===== src/rtl/id_ex_issue_if.sv =====
// Decode/EX-stage handshake bundle for the id_ex_issue pipeline register.
// master = decode + downstream pipeline side, slave = the issue register.
interface id_ex_issue_if #(
  parameter int DATA_W = 32,
  parameter int OP_W   = 6,
  parameter int CNT_W  = 16
);
  logic              dec_valid;
  logic              dec_ready;
  logic [OP_W-1:0]   dec_operation;
  logic [4:0]        dec_rs;
  logic [4:0]        dec_rt;
  logic [4:0]        dec_rd;
  logic [DATA_W-1:0] dec_rs_data;
  logic [DATA_W-1:0] dec_rt_data;
  logic [DATA_W-1:0] dec_imm;
  logic              dec_use_imm;
  logic [4:0]        dec_shamt;
  logic              dec_use_shamt;
  logic              dec_reg_write;
  logic              dec_is_load;

  logic [DATA_W-1:0] alu_result;
  logic              exmem_reg_write;
  logic [4:0]        exmem_rd;
  logic              exmem_is_load;
  logic [DATA_W-1:0] exmem_result;
  logic              memwb_reg_write;
  logic [4:0]        memwb_rd;
  logic [DATA_W-1:0] memwb_result;
  logic              ex_hold;
  logic              flush;

  logic              ex_valid;
  logic [DATA_W-1:0] ex_op1;
  logic [DATA_W-1:0] ex_op2;
  logic [OP_W-1:0]   ex_operation;
  logic [5:0]        ex_shift_amount;
  logic [4:0]        ex_rd;
  logic              ex_reg_write;
  logic              ex_is_load;
  logic [CNT_W-1:0]  bubble_count;

  modport master (
    output dec_valid, dec_operation, dec_rs, dec_rt, dec_rd,
           dec_rs_data, dec_rt_data, dec_imm, dec_use_imm,
           dec_shamt, dec_use_shamt, dec_reg_write, dec_is_load,
           alu_result, exmem_reg_write, exmem_rd, exmem_is_load, exmem_result,
           memwb_reg_write, memwb_rd, memwb_result, ex_hold, flush,
    input  dec_ready, ex_valid, ex_op1, ex_op2, ex_operation, ex_shift_amount,
           ex_rd, ex_reg_write, ex_is_load, bubble_count
  );

  modport slave (
    input  dec_valid, dec_operation, dec_rs, dec_rt, dec_rd,
           dec_rs_data, dec_rt_data, dec_imm, dec_use_imm,
           dec_shamt, dec_use_shamt, dec_reg_write, dec_is_load,
           alu_result, exmem_reg_write, exmem_rd, exmem_is_load, exmem_result,
           memwb_reg_write, memwb_rd, memwb_result, ex_hold, flush,
    output dec_ready, ex_valid, ex_op1, ex_op2, ex_operation, ex_shift_amount,
           ex_rd, ex_reg_write, ex_is_load, bubble_count
  );
endinterface


===== src/rtl/id_ex_issue.sv =====
// Decode-to-execute pipeline register: operand bypass resolved at capture,
// load-use bubble insertion, downstream hold and branch flush.
module id_ex_issue #(
  parameter int DATA_W = 32,
  parameter int OP_W   = 6,
  parameter int CNT_W  = 16
) (
  input logic         clk,
  input logic         rst,
  id_ex_issue_if.slave bus
);
  localparam logic [OP_W-1:0] OP_LUI = OP_W'(12);

  logic              vld_p1;
  logic [DATA_W-1:0] op1_p1;
  logic [DATA_W-1:0] op2_p1;
  logic [OP_W-1:0]   opn_p1;
  logic [5:0]        sh_p1;
  logic [4:0]        rd_p1;
  logic              rw_p1;
  logic              ld_p1;
  logic [CNT_W-1:0]  cnt_p1;

  logic              rs_used;
  logic              rt_used;
  logic              ex_wr;
  logic              ex_ld;
  logic              exmem_ld;
  logic              ld_rs;
  logic              ld_rt;
  logic              hz;
  logic [DATA_W-1:0] rs_fwd;
  logic [DATA_W-1:0] rt_fwd;

  function automatic logic hit(input logic we, input logic [4:0] rd,
                               input logic [4:0] src);
    return we && (rd != 5'd0) && (rd == src);
  endfunction

  function automatic logic [CNT_W-1:0] sat_inc(input logic [CNT_W-1:0] c);
    return (&c) ? c : c + CNT_W'(1);
  endfunction

  // Bypass picks the youngest producer: EX (live ALU), then EX/MEM, then MEM/WB.
  function automatic logic [DATA_W-1:0] bypass(
    input logic [4:0]        src,
    input logic [DATA_W-1:0] rf_val,
    input logic              ex_we,
    input logic [4:0]        ex_dst,
    input logic [DATA_W-1:0] ex_val,
    input logic              em_we,
    input logic [4:0]        em_dst,
    input logic [DATA_W-1:0] em_val,
    input logic              mw_we,
    input logic [4:0]        mw_dst,
    input logic [DATA_W-1:0] mw_val
  );
    if (hit(ex_we, ex_dst, src))      return ex_val;
    else if (hit(em_we, em_dst, src)) return em_val;
    else if (hit(mw_we, mw_dst, src)) return mw_val;
    else                              return rf_val;
  endfunction

  assign rs_used  = (bus.dec_operation != OP_LUI);
  assign rt_used  = ~bus.dec_use_imm;
  assign ex_wr    = vld_p1 & rw_p1;
  assign ex_ld    = vld_p1 & ld_p1;
  assign exmem_ld = bus.exmem_reg_write & bus.exmem_is_load;

  // A load's data is not available until MEM/WB, so EX and EX/MEM loads stall.
  assign ld_rs = hit(ex_ld, rd_p1, bus.dec_rs) | hit(exmem_ld, bus.exmem_rd, bus.dec_rs);
  assign ld_rt = hit(ex_ld, rd_p1, bus.dec_rt) | hit(exmem_ld, bus.exmem_rd, bus.dec_rt);
  assign hz    = bus.dec_valid & ((rs_used & ld_rs) | (rt_used & ld_rt));

  assign rs_fwd = bypass(bus.dec_rs, bus.dec_rs_data,
                         ex_wr, rd_p1, bus.alu_result,
                         bus.exmem_reg_write, bus.exmem_rd, bus.exmem_result,
                         bus.memwb_reg_write, bus.memwb_rd, bus.memwb_result);
  assign rt_fwd = bypass(bus.dec_rt, bus.dec_rt_data,
                         ex_wr, rd_p1, bus.alu_result,
                         bus.exmem_reg_write, bus.exmem_rd, bus.exmem_result,
                         bus.memwb_reg_write, bus.memwb_rd, bus.memwb_result);

  assign bus.dec_ready = ~rst & (bus.flush | (~bus.ex_hold & ~hz));

  // ---- decode -> EX register boundary ----
  always_ff @(posedge clk) begin
    if (rst) begin
      vld_p1 <= 1'b0;
      op1_p1 <= '0;
      op2_p1 <= '0;
      opn_p1 <= '0;
      sh_p1  <= '0;
      rd_p1  <= '0;
      rw_p1  <= 1'b0;
      ld_p1  <= 1'b0;
      cnt_p1 <= '0;
    end else if (bus.flush) begin
      vld_p1 <= 1'b0;
      rw_p1  <= 1'b0;
      ld_p1  <= 1'b0;
    end else if (!bus.ex_hold) begin
      if (hz) begin
        vld_p1 <= 1'b0;
        rw_p1  <= 1'b0;
        ld_p1  <= 1'b0;
        cnt_p1 <= sat_inc(cnt_p1);
      end else if (bus.dec_valid) begin
        vld_p1 <= 1'b1;
        op1_p1 <= rs_fwd;
        op2_p1 <= bus.dec_use_imm ? bus.dec_imm : rt_fwd;
        opn_p1 <= bus.dec_operation;
        sh_p1  <= bus.dec_use_shamt ? {1'b0, bus.dec_shamt} : {1'b0, rs_fwd[4:0]};
        rd_p1  <= bus.dec_rd;
        rw_p1  <= bus.dec_reg_write;
        ld_p1  <= bus.dec_is_load;
      end else begin
        vld_p1 <= 1'b0;
        rw_p1  <= 1'b0;
        ld_p1  <= 1'b0;
      end
    end
  end

  assign bus.ex_valid        = vld_p1;
  assign bus.ex_op1          = op1_p1;
  assign bus.ex_op2          = op2_p1;
  assign bus.ex_operation    = opn_p1;
  assign bus.ex_shift_amount = sh_p1;
  assign bus.ex_rd           = rd_p1;
  assign bus.ex_reg_write    = rw_p1;
  assign bus.ex_is_load      = ld_p1;
  assign bus.bubble_count    = cnt_p1;
endmodule


===== src/flat_wrapper.sv =====
// flat-port wrapper written by rule: the top's interface ports become plain ports
module id_ex_issue_flat 
#(
  parameter int DATA_W = 32,
  parameter int OP_W   = 6,
  parameter int CNT_W  = 16
)
  (clk, rst, bus_dec_valid, bus_dec_operation, bus_dec_rs, bus_dec_rt, bus_dec_rd, bus_dec_rs_data, bus_dec_rt_data, bus_dec_imm, bus_dec_use_imm, bus_dec_shamt, bus_dec_use_shamt, bus_dec_reg_write, bus_dec_is_load, bus_alu_result, bus_exmem_reg_write, bus_exmem_rd, bus_exmem_is_load, bus_exmem_result, bus_memwb_reg_write, bus_memwb_rd, bus_memwb_result, bus_ex_hold, bus_flush, bus_dec_ready, bus_ex_valid, bus_ex_op1, bus_ex_op2, bus_ex_operation, bus_ex_shift_amount, bus_ex_rd, bus_ex_reg_write, bus_ex_is_load, bus_bubble_count);
  id_ex_issue_if #(.DATA_W(DATA_W), .OP_W(OP_W), .CNT_W(CNT_W)) bus_i ();
  input logic clk;
  input logic rst;
  input wire logic [$bits(bus_i.dec_valid)-1:0] bus_dec_valid;
  input wire logic [$bits(bus_i.dec_operation)-1:0] bus_dec_operation;
  input wire logic [$bits(bus_i.dec_rs)-1:0] bus_dec_rs;
  input wire logic [$bits(bus_i.dec_rt)-1:0] bus_dec_rt;
  input wire logic [$bits(bus_i.dec_rd)-1:0] bus_dec_rd;
  input wire logic [$bits(bus_i.dec_rs_data)-1:0] bus_dec_rs_data;
  input wire logic [$bits(bus_i.dec_rt_data)-1:0] bus_dec_rt_data;
  input wire logic [$bits(bus_i.dec_imm)-1:0] bus_dec_imm;
  input wire logic [$bits(bus_i.dec_use_imm)-1:0] bus_dec_use_imm;
  input wire logic [$bits(bus_i.dec_shamt)-1:0] bus_dec_shamt;
  input wire logic [$bits(bus_i.dec_use_shamt)-1:0] bus_dec_use_shamt;
  input wire logic [$bits(bus_i.dec_reg_write)-1:0] bus_dec_reg_write;
  input wire logic [$bits(bus_i.dec_is_load)-1:0] bus_dec_is_load;
  input wire logic [$bits(bus_i.alu_result)-1:0] bus_alu_result;
  input wire logic [$bits(bus_i.exmem_reg_write)-1:0] bus_exmem_reg_write;
  input wire logic [$bits(bus_i.exmem_rd)-1:0] bus_exmem_rd;
  input wire logic [$bits(bus_i.exmem_is_load)-1:0] bus_exmem_is_load;
  input wire logic [$bits(bus_i.exmem_result)-1:0] bus_exmem_result;
  input wire logic [$bits(bus_i.memwb_reg_write)-1:0] bus_memwb_reg_write;
  input wire logic [$bits(bus_i.memwb_rd)-1:0] bus_memwb_rd;
  input wire logic [$bits(bus_i.memwb_result)-1:0] bus_memwb_result;
  input wire logic [$bits(bus_i.ex_hold)-1:0] bus_ex_hold;
  input wire logic [$bits(bus_i.flush)-1:0] bus_flush;
  output wire logic [$bits(bus_i.dec_ready)-1:0] bus_dec_ready;
  output wire logic [$bits(bus_i.ex_valid)-1:0] bus_ex_valid;
  output wire logic [$bits(bus_i.ex_op1)-1:0] bus_ex_op1;
  output wire logic [$bits(bus_i.ex_op2)-1:0] bus_ex_op2;
  output wire logic [$bits(bus_i.ex_operation)-1:0] bus_ex_operation;
  output wire logic [$bits(bus_i.ex_shift_amount)-1:0] bus_ex_shift_amount;
  output wire logic [$bits(bus_i.ex_rd)-1:0] bus_ex_rd;
  output wire logic [$bits(bus_i.ex_reg_write)-1:0] bus_ex_reg_write;
  output wire logic [$bits(bus_i.ex_is_load)-1:0] bus_ex_is_load;
  output wire logic [$bits(bus_i.bubble_count)-1:0] bus_bubble_count;
  assign bus_i.dec_valid = bus_dec_valid;
  assign bus_i.dec_operation = bus_dec_operation;
  assign bus_i.dec_rs = bus_dec_rs;
  assign bus_i.dec_rt = bus_dec_rt;
  assign bus_i.dec_rd = bus_dec_rd;
  assign bus_i.dec_rs_data = bus_dec_rs_data;
  assign bus_i.dec_rt_data = bus_dec_rt_data;
  assign bus_i.dec_imm = bus_dec_imm;
  assign bus_i.dec_use_imm = bus_dec_use_imm;
  assign bus_i.dec_shamt = bus_dec_shamt;
  assign bus_i.dec_use_shamt = bus_dec_use_shamt;
  assign bus_i.dec_reg_write = bus_dec_reg_write;
  assign bus_i.dec_is_load = bus_dec_is_load;
  assign bus_i.alu_result = bus_alu_result;
  assign bus_i.exmem_reg_write = bus_exmem_reg_write;
  assign bus_i.exmem_rd = bus_exmem_rd;
  assign bus_i.exmem_is_load = bus_exmem_is_load;
  assign bus_i.exmem_result = bus_exmem_result;
  assign bus_i.memwb_reg_write = bus_memwb_reg_write;
  assign bus_i.memwb_rd = bus_memwb_rd;
  assign bus_i.memwb_result = bus_memwb_result;
  assign bus_i.ex_hold = bus_ex_hold;
  assign bus_i.flush = bus_flush;
  assign bus_dec_ready = bus_i.dec_ready;
  assign bus_ex_valid = bus_i.ex_valid;
  assign bus_ex_op1 = bus_i.ex_op1;
  assign bus_ex_op2 = bus_i.ex_op2;
  assign bus_ex_operation = bus_i.ex_operation;
  assign bus_ex_shift_amount = bus_i.ex_shift_amount;
  assign bus_ex_rd = bus_i.ex_rd;
  assign bus_ex_reg_write = bus_i.ex_reg_write;
  assign bus_ex_is_load = bus_i.ex_is_load;
  assign bus_bubble_count = bus_i.bubble_count;
  id_ex_issue #(.DATA_W(DATA_W), .OP_W(OP_W), .CNT_W(CNT_W)) u_core (.clk(clk), .rst(rst), .bus(bus_i));
endmodule

===== config.mk =====
export PLATFORM = sky130hd
export DESIGN_NAME = id_ex_issue_flat
export DESIGN_NICKNAME = d
export VERILOG_FILES = /design/src/rtl/id_ex_issue_if.sv /design/src/rtl/id_ex_issue.sv /design/src/flat_wrapper.sv
export SDC_FILE = /design/constraint.sdc
export NUM_CORES = 1
export LEC_CHECK = 0
export ABC_CLOCK_PERIOD_IN_PS = 2400
export BUFFER_PORTS_ARGS = -buffer_cell sky130_fd_sc_hd__buf_2
export CORE_AREA = 2 2 132 134
export DETAILED_ROUTE_END_ITERATION = 16
export DIE_AREA = 0 0 134 136
export HOLD_SLACK_MARGIN = 0.1
export PLACE_DENSITY_LB_ADDON = 0.2
export SETUP_SLACK_MARGIN = 0.02
export SLEW_MARGIN = 20
export SYNTH_ARGS = -nofsm -noshare
export SYNTH_HDL_FRONTEND = slang
export SYNTH_SLANG_ARGS = --single-unit

===== constraint.sdc =====
create_clock -name clk -period 2.4 [get_ports clk]
set_clock_uncertainty 0.15 [all_clocks]
set_input_delay 0.48 -clock clk [delete_from_list [all_inputs] [get_ports clk]]
set_output_delay 0.48 -clock clk [all_outputs]
set_load 0.05 [all_outputs]

Word level (Yosys, flattened, before mapping)
Cells that the tools add are included.
- flip-flop bits (word level): 100
- input port bits: 240
- add/sub/neg operators: 1
- equal/unequal tests: 7
- muxes and demuxes: 14
- bitwise operators: 18
- reduce and logical (&&, ||, !) cells: 22
- operator list (cell ; count):
    $mux 32 ; 7
    $eq 5x5->1 ; 6
    $add 16x1->16 const B ; 1
    $reduce_and 16->1 ; 1
    $logic_and 1x1->1 ; 15
    $reduce_bool 5->1 ; 3
    $and 1x1->1 ; 8
    $reduce_and 4->1 ; 2
    $mux 1 ; 6
    $ne 6x4->1 const B ; 1
    $not 1->1 ; 6
    $mux 5 ; 1
    $or 1x1->1 ; 4
    $reduce_or 2->1 ; 1

Logic depth before layout (Yosys ltp)
Gate-level depths: netlist (run 1).
- depth after elaboration: 11
- mapped depth: 9

Worst setup path before layout (run 1)
OpenSTA, ideal clock, no wires.
- kind: register -> output
- from: reg u_core.rd_p1[1], in the netlist u_core.bus.ex_rd[1]
- to: out bus_dec_ready
- arrival: 2.508 ns
- setup slack: -0.738 ns
- stages on the path, launching flop included: 8
- buffers on the path: 0
- cell sequence: dfxtp_1 or4_1 o211ai_2 nor4_1 o32a_2 o21ai_0 a21oi_1 nor2_1
- longest elaborated chain between the ends: 11
- elaborated cells on any way between the ends: 16
- classes of those cells: 2 x eq/ne; 10 x bitwise; 4 x reduce/logical
- ends and longest elaborated chain (item ; RTL line ; RTL):
    start: declaration ; id_ex_issue.sv:19 ; logic [4:0] rd_p1;
    start signal: assignment ; id_ex_issue.sv:114 ; rd_p1 <= bus.dec_rd;
    $reduce_bool 5->1 ; id_ex_issue.sv:37 ; return we && (rd != 5'd0) && (rd == src);
    $logic_and 1x1->1 (2 in series) ; id_ex_issue.sv:37 ;
    $or 1x1->1 (on tied branches) ; id_ex_issue.sv:71, id_ex_issue.sv:72 ;
    $and 1x1->1 ; id_ex_issue.sv:73 ; assign hz = bus.dec_valid & ((rs_used & ld_rs) | (rt_used & ld_rt));
    $or 1x1->1 (*) ; id_ex_issue.sv:73 ;
    $and 1x1->1 (*) ; id_ex_issue.sv:73 ;
    $not 1->1 (*) ; id_ex_issue.sv:84 ; assign bus.dec_ready = ~rst & (bus.flush | (~bus.ex_hold & ~hz));
    $and 1x1->1 (*) ; id_ex_issue.sv:84 ;
    $or 1x1->1 (*) ; id_ex_issue.sv:84 ;
    $and 1x1->1 (*) ; id_ex_issue.sv:84 ;
    end: declaration ; flat_wrapper.sv:35 ; output wire logic [$bits(bus_i.dec_ready)-1:0] bus_dec_ready;
Mark *: on every way between the ends. The rest lies on a longest branch, timed or not.

Final worst setup path (run 1)
- from: reg u_core.rd_p1[2], in the netlist u_core.bus.ex_rd[2]
- to: out bus_dec_ready
The elaborated chain is that of the path after synthesis.

==> impl_metrics.sql, run 1 <==
INSERT INTO impl_metrics (metric_group, metric, value, unit) VALUES
('power_and_ir_drop', 'power.share.clock', '0.365', ''),
('yosys', 'seq_area_frac_synth', '0.3374', ''),
('placed_design', 'hpwlAfterDp', '19060', 'µm'),
('yosys', 'post_synth_inst_count', '719', ''),
('yosys', 'synthDominantCellAreaShare', '0.3374', ''),
('global_routing', 'antenna_found_initial', '5', ''),
('clock_tree', 'cts-hold-fix-buffers', '0', ''),
('yosys', 'synth_adder_area_share', '0.002130', ''),
('yosys', 'post_synth_instance_area', '0.005874', 'mm²'),
('clock_tree', 'cts.sinks', '99', ''),
('yosys', 'yosys-mux-area-fraction', '0.08158', ''),
('clock_tree', 'cts-htree-levels', '3', ''),
('yosys', 'synth_unique_cells', '54', ''),
('global_routing', 'grt_remaining_overflow', '0', ''),
('routing', 'vias_per_cell', '5.449', ''),
('run_status', 'failed_checks', 'negative setup slack', ''),
('clock_tree', 'clock_tree_from_tritoncts', 'built', ''),
('yosys', 'synth-seq-cells', '99', ''),
('routing', 'wire_per_inst', '20.01', 'µm'),
('yosys', 'synthesis.area_per_instance', '8.170', 'µm²'),
('finish', 'layout-drive-gt1-share', '0.5022', ''),
('routing', 'drt-pass1-iter-count', '9', ''),
('yosys', 'main_combinational_cell_family_by_area_after_synthesis', 'compound AO/OA/AOI/OAI gates', ''),
('timing', 'layout_setup_ws', '-0.4165', 'ns'),
('power_and_ir_drop', 'design_power_total', '0.004555', 'W'),
('run_status', 'run_status', 'complete, but fails checks', ''),
('timing', 'min_period', '2.816', 'ns'),
('timing', 'report.final.setup_viol', '89', ''),
('global_routing', 'grt_pass1_wl', '39320', 'µm'),
('critical_path', 'path_max_fanout', '3', ''),
('timing', 'report.final.slew_viol_count', '0', ''),
('critical_path', 'critical_path_required', '1.77', 'ns'),
('power_and_ir_drop', 'seqPwrFrac', '0.377', ''),
('routing', 'totalWireLength', '27360', 'µm'),
('global_routing', 'grt_max_degree', '36', ''),
('global_routing', 'vias_in_the_first_global_route', '7187', ''),
('timing', 'rsz0062_at_grt', 'yes', ''),
('yosys', 'yosys.area_share.simple', '0.1866', ''),
('finish', 'fill_cells', '1550', ''),
('routing', 'vias', '7449', ''),
('yosys', 'synth.top_cells.by_area', 'dfxtp_1 34%, nand2_1 7.2%, mux2i_1 6.8%', ''),
('power_and_ir_drop', 'p_per_area', '456.0', 'mW/mm²'),
('yosys', 'ys_warn_count', '0', ''),
('power_and_ir_drop', 'netSwitchingFraction', '0.3024', ''),
('routing', 'detail_route.drc_violations', '0', ''),
('critical_path', 'capturing_element_type_of_the_critical_path', 'output port', ''),
('timing', 'timing.final.crit_share', '1.174', ''),
('clock_tree', 'clkSlewWorstSetupHoldPaths', '0.07', 'ns'),
('yosys', 'synth-edff-count', '0', ''),
('placed_design', 'dp_worst_setup_slack', '-0.4390', 'ns'),
('finish', 'syn2layout_area_growth', '70.03', '%'),
('yosys', 'synth-main-ff-cell', 'dfxtp_1', ''),
('floorplanning', 'ioPinCount', '341', ''),
('yosys', 'synth_area_leader_cell', 'dfxtp_1', ''),
('floorplanning', 'floorplan.initialDensity', '0.3481', ''),
('critical_path', 'worstSetupPathType', 'reg2out', ''),
('finish', 'nNetsFinal', '1377', ''),
('power_and_ir_drop', 'switchingPower', '0.001377', 'W'),
('floorplanning', 'floorplan.core_area', '0.01688', 'mm²'),
('power_and_ir_drop', 'maximum_ir_drop_on_the_vdd_rail', '0.0003870', 'V'),
('yosys', 'synthArstFlopShare', '0', ''),
('clock_tree', 'cts_root_buf', 'clkbuf_16', ''),
('yosys', 'synth-compound-area-share', '0.2888', ''),
('clock_tree', 'clock_tree.buffer_depth', '2', ''),
('clock_tree', 'cts_buffers', '9', ''),
('timing', 'fmaxAchievable', '0.3551', 'GHz'),
('power_and_ir_drop', 'p_int', '0.003178', 'W'),
('timing', 'timing_hold_violations_final', '0', ''),
('worst_hold_path', 'worst_hold_path_type', 'in2reg', ''),
('yosys', 'syn-num-nets', '960', ''),
('yosys', 'parity_gate_share_of_the_synthesized_area_counting_xor_and_xnor_cells', '0.05367', '');
[power by group through the flow]
| stage | sequential [W] | combinational (W) | clock, W |
|---|---|---|---|
| after global placement | 0.00176 | 0.000989 | 0 |
| after detailed placement | 0.00176 | 0.000997 | 0 |
| after CTS | 0.00172 | 0.00112 | 0.00169 |
| after global routing | 0.00172 | 0.00125 | 0.00176 |
| after floorplan | 0.00193 | 0.000354 | 0 |
| final | 0.00172 | 0.00117 | 0.00166 |
[cell usage in the layout (no fill, tap or decap), types with 23 or more instances in the layout]
master / n
a22o_1: 34
nand2_1: 109
nor2_1: 58
buf_2: 338
a21oi_1: 33
buf_12: 26
a311oi_1: 23
a222oi_1: 24
o21ai_1: 23
dfxtp_1: 88
mux2i_1: 39
buf_4: 67
[per-stage QoR]
step	TNS (ns)	hold slack, ns	utilization	instances	instance area [µm²]
floorplan	-2.652	0.4018	-	719	6066
global placement	-27.48	0.2821	0.5132	1311	8661
detailed placement	-30.58	0.2871	0.5132	1311	8661
CTS	-9.302	0.1971	0.5706	1354	9629
global route	-19.06	0.2096	0.5919	1367	9988
finish	-10.22	0.2043	0.5919	1367	9988
[per-layer routing]
metal  vias to the layer above  GRT usage  part of all wire  routed length (µm)
met1                      3482     0.3335              0.39               10670
met5                         -          0            0.0013                  35
met2                       388     0.5000              0.50               13620
li1                       3526          -                 -                   -
met4                         6    0.08865             0.021                 561
met3                        47    0.06339             0.090                2475
[logic make-up after synthesis]
kind of cell | Yosys count
and+or+nand+nor | 242
AOI/OAI and AO/OA | 231
DFF | 99
buffers and inverters | 62
muxes | 47
xor gates and xnor gates | 36
adders and majority gates | 1
other | 1
[sequential cells by signal (all words and copies together), names as in the netlist]
name,cells
u_core.bus.ex_operation,6
u_core.bus.ex_is_load,1
u_core.bus.ex_op1,32
u_core.bus.ex_op2,32
u_core.bus.ex_valid,1
u_core.bus.ex_reg_write,1
u_core.bus.ex_shift_amount,5
u_core.bus.bubble_count,16
u_core.bus.ex_rd,5
[repair_timing]
item	in CTS	in global routing
gates cloned	12	7
setup endpoints to repair	92	97
resized for setup	47	43
pin swaps	17	45
setup buffers	15	8
[path summary, 6_finish.rpt]
| kind | start | to | slack (ns) | cells past startpoint |
|---|---|---|---|---|
| setup / recovery | u_core.bus.ex_rd[2] | bus_dec_ready | -0.42 | 8 |
| hold / removal | bus_dec_rd[2] | u_core.bus.ex_rd[2] | 0.20 | 3 |
| setup reg to reg | u_core.bus.ex_rd[2] | u_core.bus.ex_op2[11] | -0.20 | 10 |
| hold reg to reg | u_core.bus.ex_op1[29] | u_core.bus.ex_op1[29] | 0.30 | 2 |
[final cells by class]
class / count / area [µm²] / area share
multi-input cells: 558 / 4043 / 0.4047
clock buffers: 10 / 239.0 / 0.02393
diodes: 1 / 2.502 / 0.0002505
inverters: 2 / 7.507 / 0.0007516
repair buffers: 466 / 3318 / 0.3322
well taps: 225 / 281.5 / 0.02818
clock inverters: 6 / 96.34 / 0.009645
flip-flops and latches: 99 / 2001 / 0.2003
[critical path, cell delays in order (launching register included)]
cell,delay [ns]
dfxtp_4,0.35
or4_4,0.53
or2_4,0.26
nand3_4,0.10
o32ai_4,0.09
o21ai_2,0.15
a21oi_2,0.08
nor2_4,0.11
buf_8,0.15
Note: power is estimated with default switching activity, not from simulation.
==> run 2: changes to the inputs <==
--- a/config.mk
+++ b/config.mk
@@ -7,11 +7,12 @@
 export LEC_CHECK = 0
 export ABC_CLOCK_PERIOD_IN_PS = 2400
 export BUFFER_PORTS_ARGS = -buffer_cell sky130_fd_sc_hd__buf_2
+export CAP_MARGIN = 0
 export CORE_AREA = 2 2 132 134
 export DETAILED_ROUTE_END_ITERATION = 16
 export DIE_AREA = 0 0 134 136
 export HOLD_SLACK_MARGIN = 0.1
-export PLACE_DENSITY_LB_ADDON = 0.2
+export PLACE_DENSITY = 0.73
 export SETUP_SLACK_MARGIN = 0.02
 export SLEW_MARGIN = 20
 export SYNTH_ARGS = -nofsm -noshare
==> run 2 against run 1 <==
Net effect:
- the flow still finishes with violations (negative setup slack)
- sequential power barely moved
- core utilization fell by 0.93 points
- design area fell by 1.6%
- via count rose by 1.7%
- non-clock buffer count fell by 18
- flip-flop and latch count did not move
- first-iteration DRC count rose by 16%
- critical endpoint unchanged
- largest power group unchanged
==> impl_metrics.sql, run 2 (synthesis results as in run 1) <==
INSERT INTO impl_metrics (metric_group, metric, value, unit) VALUES
('run_status', 'run_status', 'complete, but fails checks', ''),
('run_status', 'failed_checks', 'negative setup slack', ''),
('finish', 'syn2layout_area_growth', '67.35', '%'),
('routing', 'vias', '7572', ''),
('finish', 'final_util', '0.5825', ''),
('critical_path', 'worstSetupPathType', 'reg2out', ''),
('timing', 'report.final.setup_viol', '78', ''),
('critical_path', 'path_max_fanout', '2', ''),
('placed_design', 'hpwlAfterDp', '19530', 'µm'),
('placed_design', 'placement.io_buffers', '339', ''),
('timing', 'min_period', '2.808', 'ns'),
('routing', 'wire_per_inst', '20.30', 'µm'),
('timing', 'hold_ws', '0.2203', 'ns'),
('floorplanning', 'fp.dieW', '134', 'µm'),
('timing', 'layout_setup_ws', '-0.4081', 'ns'),
('floorplanning', 'placementRows', '48', ''),
('critical_path', 'timing.critical_path.arrival', '2.18', 'ns'),
('routing', 'ant_nets', '0', ''),
('critical_path', 'capturing_element_type_of_the_critical_path', 'output port', ''),
('global_routing', 'grt_max_degree', '36', ''),
('clock_tree', 'cts_buffers', '9', ''),
('timing', 'timing.final.crit_share', '1.170', ''),
('clock_tree', 'cts.sinks', '99', ''),
('clock_tree', 'clock_insertion_delay_worst_skew', '0.35', 'ns'),
('finish', 'layout-drive-gt1-share', '0.5049', ''),
('finish', 'final_common_cell', 'buf_2', ''),
('finish', 'fill_cells', '1508', ''),
('worst_hold_path', 'hold_path_startpoint', 'bus_dec_rd[2]', ''),
('run', 'max_cap_viol_count', '0', ''),
('critical_path', 'critical_path.reg2reg.startpoint', 'u_core.bus.ex_rd[4]', ''),
('global_routing', 'grt_pass1_wl', '40310', 'µm'),
('global_routing', 'vias_in_the_first_global_route', '7402', ''),
('clock_tree', 'cts-hold-fix-buffers', '0', ''),
('routing', 'drt-initial-drc-count', '583', ''),
('clock_tree', 'cts_root_buf', 'clkbuf_16', ''),
('global_routing', 'antenna_found_initial', '8', ''),
('routing', 'totalWireLength', '27500', 'µm'),
('timing', 'timing_hold_violations_final', '0', ''),
('global_routing', 'global_route.usage.total', '0.2884', ''),
('finish', 'most_frequent_cells_in_the_layout', '338 x buf_2, 88 x dfxtp_1, 83 x nand2_1, 60 x buf_4, 59 x nor2_1', ''),
('floorplanning', 'floorplan.core_area', '0.01688', 'mm²'),
('routing', 'drt-pass1-iter-count', '7', ''),
('critical_path', 'timing.reg2reg.setup_slack', '-0.18', 'ns'),
('routing', 'vias_per_cell', '5.588', ''),
('clock_tree', 'clkSlewWorstSetupHoldPaths', '0.06', 'ns'),
('floorplanning', 'floorplan.initialDensity', '0.3481', ''),
('routing', 'detail_route.drc_violations', '0', ''),
('clock_tree', 'clock_tree_from_tritoncts', 'built', ''),
('floorplanning', 'die_height', '136', 'µm'),
('power_and_ir_drop', 'maximum_ir_drop_on_the_vdd_rail', '0.0003163', 'V'),
('clock_tree', 'cts-htree-levels', '3', ''),
('finish', 'nNetsFinal', '1359', ''),
('placed_design', 'place_congestion', '0.9749', ''),
('worst_hold_path', 'worst_hold_path_type', 'in2reg', ''),
('critical_path', 'crit_start', 'u_core.bus.ex_rd[4]', ''),
('floorplanning', 'floorplan.die_area', '0.01822', 'mm²'),
('critical_path', 'startpoint_type', 'flip-flop', ''),
('clock_tree', 'clock_tree.buffer_depth', '2', ''),
('timing', 'fmaxAchievable', '0.3561', 'GHz'),
('timing', 'report.final.slew_viol_count', '0', ''),
('global_routing', 'grt_remaining_overflow', '0', ''),
('floorplanning', 'ioPinCount', '341', ''),
('timing', 'rsz0062_at_grt', 'yes', ''),
('power_and_ir_drop', 'p_per_area', '452.8', 'mW/mm²'),
('power_and_ir_drop', 'static-leakage-power', '4.474', 'nW'),
('critical_path', 'critical_path_required', '1.77', 'ns');
[run 2: path summary, 6_finish.rpt]
kind / to / cells past startpoint
worst min-delay path: u_core.bus.ex_rd[2] / 3
worst min register to register: u_core.bus.ex_op1[8] / 2
worst max register to register: u_core.bus.ex_shift_amount[1] / 12
worst max-delay path: bus_dec_ready / 8
[run 2: metrics by stage]
| stage | worst slack [ns] | setup TNS (ns) | instance area [µm²] | power, W | instances |
|---|---|---|---|---|---|
| after global placement | -0.4131 | -27.89 | 8671 | 0.002749 | 1309 |
| after CTS | -0.4353 | -7.513 | 9574 | 0.004432 | 1343 |
| after floorplan | -0.2320 | -2.652 | 6066 | 0.002282 | 719 |
| after global routing | -0.5005 | -15.79 | 9828 | 0.004625 | 1354 |
| final | -0.4081 | -9.228 | 9831 | 0.004452 | 1355 |
| after detailed placement | -0.4191 | -30.35 | 8671 | 0.002761 | 1309 |
[run 2: area by class of cell]
type,count,area (µm²),area share
diodes,7,17.52,0.001782
clock buffers,10,239.0,0.02431
clock inverters,6,68.82,0.007000
inverters,2,7.507,0.0007637
multi-input cells,558,4053,0.4122
flip-flops and latches,99,2001,0.2035
well taps,225,281.5,0.02864
repair buffers,448,3163,0.3218
[run 2: timing repair]
action	in CTS	in global routing
pin swaps	52	23
resized for setup	56	34
cloned	12	3
setup buffers	7	4
endpoints found under the setup margin	98	96
[run 2: power breakdown]
part           leakage [nW]  internal [W]  switching, W
combinational          3.51      0.000543      0.000654
sequential            0.809       0.00169     0.0000315
clock                 0.150      0.000848      0.000685
total                  4.47       0.00308       0.00137
[run 2: layer usage]
metal,wire length (µm),part of all wire,up-vias,GRT usage
met5,0,0,-,0
met4,1314,0.048,0,0.1531
met3,2464,0.090,101,0.06749
met2,13220,0.48,466,0.4966
met1,10510,0.38,3501,0.3327
li1,-,-,3504,-
[run 2: critical path, cell delays in order (launching register included)]
cell and delay (ns):
dfxtp_2 0.32, or4_4 0.56, o211ai_4 0.20, nor4_4 0.08, o32a_4 0.20, o21ai_2 0.12
a21oi_2 0.08, nor2_4 0.10, buf_6 0.16
==> run 3: changes to the inputs <==
--- a/config.mk
+++ b/config.mk
@@ -9,6 +9,7 @@
 export BUFFER_PORTS_ARGS = -buffer_cell sky130_fd_sc_hd__buf_2
 export CAP_MARGIN = 0
 export CORE_AREA = 2 2 132 134
+export CTS_BUF_LIST = sky130_fd_sc_hd__clkbuf_16
 export DETAILED_ROUTE_END_ITERATION = 16
 export DIE_AREA = 0 0 134 136
 export HOLD_SLACK_MARGIN = 0.1
==> run 3 against run 2 <==
Net effect:
- power down 0.84%
- sequential power about the same
- setup slack worse by 0.0046 ns
- cell count about the same
- flip-flop and latch count unchanged
- the flow still finishes with violations (negative setup slack)
- design area up 0.22%
- global-route usage about the same
- critical path depth unchanged
- fmax down 0.17%
- register-to-register slack worse by 0.07 ns
- clock power down 3%
==> impl_metrics.sql, run 3 (synthesis results as in run 1) <==
INSERT INTO impl_metrics (metric_group, metric, value, unit) VALUES
('run_status', 'run_status', 'complete, but fails checks', ''),
('run_status', 'failed_checks', 'negative setup slack', ''),
('finish', 'most_frequent_cells_in_the_layout', '338 x buf_2, 88 x dfxtp_1, 83 x nand2_1, 60 x buf_4, 59 x nor2_1', ''),
('critical_path', 'path_cells', 'or4_4, o211ai_4, nor4_4, o32a_4, o21ai_2, a21oi_2, nor2_4, buf_6', ''),
('critical_path', 'startpoint_type', 'flip-flop', ''),
('finish', 'nNetsFinal', '1360', ''),
('clock_tree', 'clock_tree.buffer_depth', '2', ''),
('finish', 'layout-drive-gt1-share', '0.5062', ''),
('critical_path', 'critical_path_required', '1.77', 'ns'),
('timing', 'fmaxAchievable', '0.3555', 'GHz'),
('clock_tree', 'clock_tree_from_tritoncts', 'built', ''),
('global_routing', 'grt_remaining_overflow', '0', ''),
('critical_path', 'critical_path.slowest_cell', 'or4_4', ''),
('power_and_ir_drop', 'power_frac_comb', '0.272', ''),
('clock_tree', 'clkSlewWorstSetupHoldPaths', '0.06', 'ns'),
('clock_tree', 'cts-htree-levels', '3', ''),
('floorplanning', 'floorplan.core_area', '0.01688', 'mm²'),
('critical_path', 'path_max_fanout', '2', ''),
('timing', 'timing_hold_violations_final', '0', ''),
('power_and_ir_drop', 'power.share.clock', '0.338', ''),
('clock_tree', 'cts_buffers', '9', ''),
('timing', 'layout_setup_ws', '-0.4127', 'ns'),
('timing', 'min_period', '2.813', 'ns'),
('power_and_ir_drop', 'switchingPower', '0.001363', 'W'),
('critical_path', 'cp_max_stage_delay', '0.56', 'ns'),
('power_and_ir_drop', 'p_int', '0.003051', 'W'),
('finish', 'multi_input_logic_area', '0.004073', 'mm²'),
('global_routing', 'vias_in_the_first_global_route', '7386', ''),
('timing', 'report.final.setup_viol', '82', ''),
('global_routing', 'global_route.usage.total', '0.2887', ''),
('global_routing', 'antenna_found_initial', '8', ''),
('critical_path', 'capturing_element_type_of_the_critical_path', 'output port', ''),
('run', 'max_cap_viol_count', '0', ''),
('critical_path', 'cp_num_cells', '8', ''),
('routing', 'detail_route.drc_violations', '0', ''),
('clock_tree', 'cts.sinks', '99', ''),
('floorplanning', 'floorplan.initialDensity', '0.3481', ''),
('power_and_ir_drop', 'netSwitchingFraction', '0.3089', ''),
('worst_hold_path', 'worst_hold_path_type', 'in2reg', ''),
('finish', 'fill_cells', '1510', ''),
('placed_design', 'place_congestion', '0.9749', ''),
('timing', 'timing.final.crit_share', '1.172', ''),
('critical_path', 'critical_path_buf_inv_count', '1', ''),
('power_and_ir_drop', 'static-leakage-power', '4.480', 'nW'),
('routing', 'vias', '7576', ''),
('floorplanning', 'die_height', '136', 'µm'),
('critical_path', 'timing.critical_path.arrival', '2.18', 'ns'),
('routing', 'drt-pass1-iter-count', '6', ''),
('floorplanning', 'floorplan.die_area', '0.01822', 'mm²'),
('power_and_ir_drop', 'p_per_area', '448.1', 'mW/mm²'),
('timing', 'setup_tns', '-12.23', 'ns'),
('placed_design', 'hpwlAfterDp', '19530', 'µm'),
('power_and_ir_drop', 'maximum_ir_drop_on_the_vdd_rail', '0.0003150', 'V'),
('placed_design', 'placement.io_buffers', '339', ''),
('global_routing', 'grt_pass1_wl', '40330', 'µm'),
('global_routing', 'grt_max_degree', '36', ''),
('routing', 'totalWireLength', '27450', 'µm'),
('routing', 'drt-initial-drc-count', '567', ''),
('critical_path', 'cpLargestDelayFamily', 'simple AND/OR/NAND/NOR gates', ''),
('floorplanning', 'ioPinCount', '341', ''),
('power_and_ir_drop', 'seqPwrFrac', '0.390', ''),
('routing', 'vias_per_cell', '5.587', ''),
('critical_path', 'worstSetupPathType', 'reg2out', ''),
('finish', 'syn2layout_area_growth', '67.71', '%'),
('routing', 'wire_per_inst', '20.24', 'µm'),
('floorplanning', 'fp.dieW', '134', 'µm'),
('timing', 'hold_ws', '0.2226', 'ns'),
('clock_tree', 'clock_insertion_delay_worst_skew', '0.35', 'ns'),
('finish', 'final_common_cell', 'buf_2', ''),
('floorplanning', 'placementRows', '48', ''),
('routing', 'ant_nets', '0', ''),
('critical_path', 'ff2ff_path_depth', '10', ''),
('timing', 'rsz0062_at_grt', 'yes', ''),
('clock_tree', 'cts_root_buf', 'clkbuf_16', ''),
('power_and_ir_drop', 'design_power_total', '0.004414', 'W'),
('timing', 'report.final.slew_viol_count', '0', ''),
('finish', 'layout.area.seq', '0.002001', 'mm²'),
('worst_hold_path', 'holdPathStages', '3', '');
run 3: tightest hold or removal path, cell delays in order:
cell and delay, ns:
buf_2 0.07, mux2i_1 0.05, nor2_1 0.07
run 3: path summary, 6_finish.rpt:
path	startpoint	endpoint	slack [ns]
max reg2reg	u_core.bus.ex_rd[4]	u_core.bus.ex_op1[2]	-0.25
max	u_core.bus.ex_rd[4]	bus_dec_ready	-0.41
min	bus_dec_rd[2]	u_core.bus.ex_rd[2]	0.22
min reg2reg	u_core.bus.ex_op1[8]	u_core.bus.ex_op1[8]	0.30
run 3: cell type report:
type,count,share of cell area
diodes,7,0.001778
clock buffers,9,0.02286
clock inverters,7,0.007366
inverters,2,0.0007620
multi-input cells,558,0.4134
flip-flops and latches,99,0.2031
well taps,225,0.02858
repair buffers,449,0.3222
run 3: stage by stage:
stage / instance area, µm² / std cells / utilization / worst slack [ns]
2_1_floorplan: 6066 / 719 / - / -0.2320
3_3_place_gp: 8671 / 1309 / 0.5138 / -0.4131
3_5_place_dp: 8671 / 1309 / 0.5138 / -0.4191
4_1_cts: 9564 / 1343 / 0.5667 / -0.4348
5_1_grt: 9849 / 1355 / 0.5836 / -0.4975
6_report: 9852 / 1356 / 0.5838 / -0.4127
run 3: power groups by stage:
stage / clock [W] / sequential, W / combinational, W
global placement: 0 / 0.00175 / 0.000996
global route: 0.00160 / 0.00173 / 0.00127
finish: 0.00149 / 0.00172 / 0.00120
floorplan: 0 / 0.00193 / 0.000354
detailed placement: 0 / 0.00176 / 0.00101
CTS: 0.00152 / 0.00172 / 0.00115
run 3: routing by layer:
layer / global-route usage / wire [µm] / vias up
li1: - / - / 3513
met1: 0.3336 / 10590 / 3521
met2: 0.4966 / 13100 / 446
met3: 0.06749 / 2481 / 96
met4: 0.1531 / 1275 / 0
met5: 0 / 0 / -
run 3: what timing repair did:
item / CTS / global route
gates cloned: 12 / 3
hold buffers: 0 / 0
setup endpoints to repair: 98 / 96
setup buffers: 7 / 5
gates resized for setup: 56 / 38
pin swaps: 52 / 25
